`src/rtl/sram_phase_arbiter.sv`:
```
`default_nettype none
// +----------------------------------------------------------------------------+
// | Module   : sram_phase_arbiter                                              |
// | Purpose  : SRAM bus owner/sequencer. Client 0 (VGA) owns the bus by        |
// |            default for reads. One Start pulse runs the enabled phases      |
// |            1..NUM_CLIENTS-1 in ascending order. Each phase keeps the bus   |
// |            until it reports done, or until a timer expires if it is       |
// |            configured to end on inactivity. The address, write data and    |
// |            write enable all come from one registered owner index, so they  |
// |            always refer to the same client.                                |
// | Ports    : Clock, Resetn (async, active low)                               |
// |            Start, Abort          - single-cycle sequence controls          |
// |            Phase_enable         - bit i includes phase i (bit 0 ignored)   |
// |            Client_address/_write_data/_we_n - packed per-client bus        |
// |            Client_done          - per-client completion pulse             |
// |            Client_start         - one-cycle start pulse to a client       |
// |            Grant                - one-hot current owner                   |
// |            SRAM_address/_write_data/_we_n - muxed bus to SRAM controller   |
// |            Busy, All_done, Aborted - sequence status                      |
// | Revision : 1.0 - initial release                                           |
// +----------------------------------------------------------------------------+
module sram_phase_arbiter #(
  parameter int                     NUM_CLIENTS    = 4,
  parameter int                     ADDR_W         = 18,
  parameter int                     DATA_W         = 16,
  parameter int                     TIMEOUT_W      = 26,
  parameter int                     TIMEOUT_CYCLES = 49999999,
  parameter logic [NUM_CLIENTS-1:0] TIMEOUT_MASK   = 4'b0010
) (
  input  logic                          Clock,
  input  logic                          Resetn,
  input  logic                          Start,
  input  logic                          Abort,
  input  logic [NUM_CLIENTS-1:0]        Phase_enable,
  input  logic [NUM_CLIENTS*ADDR_W-1:0] Client_address,
  input  logic [NUM_CLIENTS*DATA_W-1:0] Client_write_data,
  input  logic [NUM_CLIENTS-1:0]        Client_we_n,
  input  logic [NUM_CLIENTS-1:0]        Client_done,
  output logic [NUM_CLIENTS-1:0]        Client_start,
  output logic [NUM_CLIENTS-1:0]        Grant,
  output logic [ADDR_W-1:0]             SRAM_address,
  output logic [DATA_W-1:0]             SRAM_write_data,
  output logic                          SRAM_we_n,
  output logic                          Busy,
  output logic                          All_done,
  output logic                          Aborted
);

  localparam int                   c_owner_w = $clog2(NUM_CLIENTS);
  localparam logic [TIMEOUT_W-1:0] c_timeout = TIMEOUT_W'(TIMEOUT_CYCLES);

  typedef enum logic [1:0] {
    S_IDLE  = 2'd0,
    S_START = 2'd1,
    S_RUN   = 2'd2
  } state_t;

  state_t                 r_state,      w_state_nxt;
  logic [c_owner_w-1:0]   r_owner,      w_owner_nxt;
  logic [TIMEOUT_W-1:0]   r_timer,      w_timer_nxt;
  logic                   r_all_done,   w_all_done_nxt;
  logic                   r_aborted,    w_aborted_nxt;

  logic                   w_nxt_valid;
  logic [c_owner_w-1:0]   w_nxt;
  logic                   w_phase_end;
  logic [NUM_CLIENTS-1:0] w_grant;

  // Phase_enable[0] has no meaning: client 0 is never sequenced.
  logic w_unused_ok;
  assign w_unused_ok = Phase_enable[0];

  // Unpack the flat client buses so the owner index can select directly.
  logic [ADDR_W-1:0] w_addr_arr  [NUM_CLIENTS];
  logic [DATA_W-1:0] w_wdata_arr [NUM_CLIENTS];

  genvar gi;
  generate
    for (gi = 0; gi < NUM_CLIENTS; gi++) begin : g_unpack
      assign w_addr_arr[gi]  = Client_address[gi*ADDR_W +: ADDR_W];
      assign w_wdata_arr[gi] = Client_write_data[gi*DATA_W +: DATA_W];
    end
  endgenerate

  // Bus mux: everything keyed on the single owner register.
  assign SRAM_address    = w_addr_arr[r_owner];
  assign SRAM_write_data = (r_owner == '0) ? '0   : w_wdata_arr[r_owner];
  assign SRAM_we_n       = (r_owner == '0) ? 1'b1 : Client_we_n[r_owner];

  always_comb begin
    w_grant          = '0;
    w_grant[r_owner] = 1'b1;
  end

  assign Grant        = w_grant;
  assign Client_start = (r_state == S_START) ? w_grant : '0;
  assign Busy         = (r_state != S_IDLE);
  assign All_done     = r_all_done;
  assign Aborted      = r_aborted;

  // Lowest enabled phase above the current owner. In idle the owner is 0,
  // so the same search yields the first enabled phase of the sequence.
  always_comb begin
    w_nxt_valid = 1'b0;
    w_nxt       = '0;
    for (int i = NUM_CLIENTS - 1; i >= 1; i--) begin
      if (Phase_enable[i] && (i > int'(r_owner))) begin
        w_nxt_valid = 1'b1;
        w_nxt       = i[c_owner_w-1:0];
      end
    end
  end

  // A timeout-terminated phase ignores its done line, so a coincident done
  // and timeout can only ever produce one phase end.
  assign w_phase_end = TIMEOUT_MASK[r_owner] ? (r_timer == c_timeout)
                                             : Client_done[r_owner];

  always_comb begin
    w_state_nxt    = r_state;
    w_owner_nxt    = r_owner;
    w_timer_nxt    = r_timer;
    w_all_done_nxt = 1'b0;
    w_aborted_nxt  = 1'b0;

    case (r_state)
      S_IDLE: begin
        w_owner_nxt = '0;
        w_timer_nxt = '0;
        if (Start && !Abort) begin
          if (w_nxt_valid) begin
            w_state_nxt = S_START;
            w_owner_nxt = w_nxt;
          end else begin
            w_all_done_nxt = 1'b1;
          end
        end
      end

      S_START: begin
        w_timer_nxt = '0;
        w_state_nxt = S_RUN;
      end

      S_RUN: begin
        // Any write by the owner counts as activity; saturate, never wrap.
        if (!Client_we_n[r_owner]) begin
          w_timer_nxt = '0;
        end else if (r_timer != c_timeout) begin
          w_timer_nxt = r_timer + TIMEOUT_W'(1);
        end

        if (w_phase_end) begin
          w_timer_nxt = '0;
          if (w_nxt_valid) begin
            w_state_nxt = S_START;
            w_owner_nxt = w_nxt;
          end else begin
            w_state_nxt    = S_IDLE;
            w_owner_nxt    = '0;
            w_all_done_nxt = 1'b1;
          end
        end
      end

      default: begin
        w_state_nxt = S_IDLE;
        w_owner_nxt = '0;
        w_timer_nxt = '0;
      end
    endcase

    // Abort overrides everything outside idle, including a phase end.
    if (Abort && (r_state != S_IDLE)) begin
      w_state_nxt    = S_IDLE;
      w_owner_nxt    = '0;
      w_timer_nxt    = '0;
      w_all_done_nxt = 1'b0;
      w_aborted_nxt  = 1'b1;
    end
  end

  always_ff @(posedge Clock or negedge Resetn) begin
    if (!Resetn) begin
      r_state    <= S_IDLE;
      r_owner    <= '0;
      r_timer    <= '0;
      r_all_done <= 1'b0;
      r_aborted  <= 1'b0;
    end else begin
      r_state    <= w_state_nxt;
      r_owner    <= w_owner_nxt;
      r_timer    <= w_timer_nxt;
      r_all_done <= w_all_done_nxt;
      r_aborted  <= w_aborted_nxt;
    end
  end

endmodule
`default_nettype wire

```
`config.mk`:
```
export PLATFORM = sky130hd
export DESIGN_NAME = sram_phase_arbiter
export DESIGN_NICKNAME = d
export VERILOG_FILES = /design/src/rtl/sram_phase_arbiter.sv
export SDC_FILE = /design/constraint.sdc
export NUM_CORES = 1
export LEC_CHECK = 0
export CORE_ASPECT_RATIO = 0.75
export CORE_MARGIN = 8
export CORE_UTILIZATION = 25
export CTS_BUF_LIST = sky130_fd_sc_hd__clkbuf_16
export DETAILED_ROUTE_END_ITERATION = 8
export MAX_ROUTING_LAYER = met4
export PLACE_DENSITY = 0.7
export SLEW_MARGIN = 20
export SYNTH_ARGS = -nofsm -noshare
export SYNTH_HDL_FRONTEND = slang
export SYNTH_SLANG_ARGS = --single-unit
```
`constraint.sdc`:
```
create_clock -name Clock -period 2.4 [get_ports Clock]
set_clock_uncertainty 0.15 [all_clocks]
set_input_delay 0.48 -clock Clock [delete_from_list [all_inputs] [get_ports Clock]]
set_output_delay 0.48 -clock Clock [all_outputs]
set_load 0.02 [all_outputs]
```
==> flow_summary.toml <==
[die]
die_h_um = 104
die_area_sq_um = 13800
start_util_pct = 25.3
fp.dieW_um = 133
core_sq_um = 10100
num_rows = 32
pin_count = 198

[finish]
diodes = 0
drive_gt1_share_pct = 25.0
fillers = 964
fin_util_pct = 46.9
seq_area_sq_um = 802
final_nets = 616
multiInputGateArea_sq_um = 1670
areaGrowthSynthToFinish_pct = 85.7
final_area_sq_um = 4750

[routing]
drc_errors = 0
viasPerCell = 4.69
vias = 2812
antenna_left = 0
drt_iter0_markers = 139
drt_pre_antenna_iters = 4
wl_per_cell_um = 17.7
wl_um = 10600

[critical_path]
path_class = "register to primary output"
timing.rr.end = "r_timer[4]$_DFFE_PN0P_"
reg2reg_setup_slack_ns = 0.06
required_ns = 1.77
crit_path_cell_trace = "mux4_2 > or2_4 > buf_6"
worstSetupStartpointType = "register"
worstReg2RegStart = "r_owner[0]$_DFFE_PN0P_"
worstPathMaxFanout = 5
cpPeakStageDelay_ns = 0.57
slowest_stage = "mux4_2"
critPathArrivalTime_ns = 1.72
worst-r2r-cell-count = 7
end_kind = "primary output"

[global_routing]
grt-ovfl-total = 0
grt_pass1_vias = 3062
grt_use_total_pct = 15.5
grt_pass1_wl_um = 16600
antenna_found_initial = 0
grt_start_max_net_pins = 33

[logic_synthesis]
syn_nets = 414
synth_top_area_share_pct = 31.3
ys_top_cells_by_area = "dfrtp_1, mux4_2, mux2i_1"
seq_area_frac_synth_pct = 31.3
synth_area_sq_um = 2560
yosysTopAreaCell = "dfrtp_1"
netlist_instances = 261
postSynth.asyncResetShare_pct = 100
ys_seq_elements = 32
syn_avg_cell_area_sq_um = 9.80
ys_types = 43
synth_edf_count = 0
ys.flop_type = "dfrtp_1"
yosysWarnings = 0

[sta]
timing.hold.ws_ns = 0.396
hold_violations = 0
relSlewSlack_pct = 63.8
setup_viol = 0
drv_slew = 0
grt_setup_unrepaired = "yes"
worst_slew_pin_slew_ns = 0.529
min_period_ns = 2.35
finalCritPeriodShare_pct = 97.7
max_freq_ghz = 0.426
tns_ns = 0

[clock_tree]
cts.sink_count = 32
cts_buffers = 5
hold_buffers = 0
cts_tree = "done"
clock_latency_ns = 0.28
cts_max_level = 2
clockBufferDepth = 2
cts_root_buffer = "clkbuf_16"
cts.clk_slew.worst_paths_ns = 0.05

[placed_design]
dpl.hpwl_um = 8800
placed_cell_area_sq_um = 4630
gp_congestion = 0.809
io_buffers = 179

[power]
total_leakage_power_uw = 0.00193
power_uw = 3370
ir_drop_mv = 0.281
powerDensity_nw_per_um2 = 708

[hold_path]
hold_end = "r_timer[25]$_DFFE_PN0P_"
hold_class = "register to register"
hold_depth = 2
hp-start = "r_timer[25]$_DFFE_PN0P_"

[outcome]
outcome = "finished clean"

[job]
maxCapViolCount = 0
-- power by group --
part,internal (uW),switching (uW)
Combinational,1060,1100
Sequential,577,55.2
Clock,371,207
-- flip-flops by register name, indices dropped and copies added (netlist names) --
name / cells
r_timer: 26
r_owner: 2
r_state: 2
Aborted: 1
All_done: 1
-- through the flow --
stage	setup slack (ns)	instances
after floorplan	0.0201	261
after global placement	-0.420	583
after detailed placement	-0.438	583
after CTS	-0.0708	591
after global routing	-0.0206	600
final	0.0541	600
-- critical path: cells and delay by family, from the launching register on --
| kind | cells | cell delay, ns |
|---|---|---|
| multiplexers | 1 | 0.57 |
| flip-flops | 1 | 0.47 |
| AND/OR/NAND/NOR | 1 | 0.27 |
| buffers and inverters | 1 | 0.13 |
-- cell usage after synthesis, types with 2 or more instances --
cell,n
nor4_2,2
clkbuf_1,7
mux4_2,19
a31oi_1,4
nor2_1,23
and3_1,3
nand2_1,33
dfrtp_1,32
buf_2,5
o21ai_0,18
a21oi_1,3
nand3_1,9
nand4_1,10
or2_2,5
nor3_1,5
nor2_2,10
xor2_1,16
nand2b_1,4
a211oi_1,2
mux2i_1,18
xnor2_1,4
inv_1,8
-- logic make-up after synthesis --
group | count (synthesis) | synth area share [%]
fa+ha+maj | 1 | 0.489
flops | 32 | 31.3
mux | 38 | 24.2
compound gates | 33 | 8.41
xor+xnor | 20 | 6.85
buf+inv | 22 | 4.40
simple gates | 115 | 24.4
-- cells in the final DEF, fill, tap and decap left out, types with 10 or more instances in the layout --
master           count
clkbuf_2            17
nand4_1             10
mux2i_1             18
o21ai_0             18
clkdlybuf4s50_1    132
nor2_1              22
buf_2               14
xor2_1              16
dfrtp_1             31
mux4_2              19
nor2_2              10
nand2_1             33
buf_4               22
-- layout make-up --
type                            instances  share of cell area, %
Clock inverter                          3                  0.237
Multi-Input combinational cell        208                   35.2
Tap cell                              136                   3.58
Clock buffer                            5                   2.63
Inverter                                8                  0.632
Sequential cell                        32                   16.9
Timing Repair Buffer                  208                   40.8
-- timing repair --
action,4_1_cts,5_1_grt
setup endpoints to repair,44,55
gates cloned,0,2
pin swaps,1,3
setup buffers,0,7
resized for setup,103,64
-- worst max path at each step --
stage	slack [ns]	to	cells after the start	startpoint
final	0.05	SRAM_we_n	3	r_owner[0]$_DFFE_PN0P_
after global routing	-0.02	r_timer[4]$_DFFE_PN0P_	7	r_owner[0]$_DFFE_PN0P_
after CTS	-0.07	SRAM_address[16]	3	r_owner[0]$_DFFE_PN0P_
after detailed placement	-0.44	SRAM_we_n	4	Client_we_n[3]
after global placement	-0.42	SRAM_we_n	4	Client_we_n[3]
after floorplan	0.02	SRAM_write_data[10]	5	r_owner[0]$_DFFE_PN0P_
-- routing by layer --
metal  share of wire [%]  wire (um)  track usage, %
met1                  42       4490            18.1
met2                  52       5470            26.3
met3                 4.2        443            3.14
met4                 2.0        209            4.28
met5                   0          0               -
Note: power is estimated with default switching activity, not from simulation.
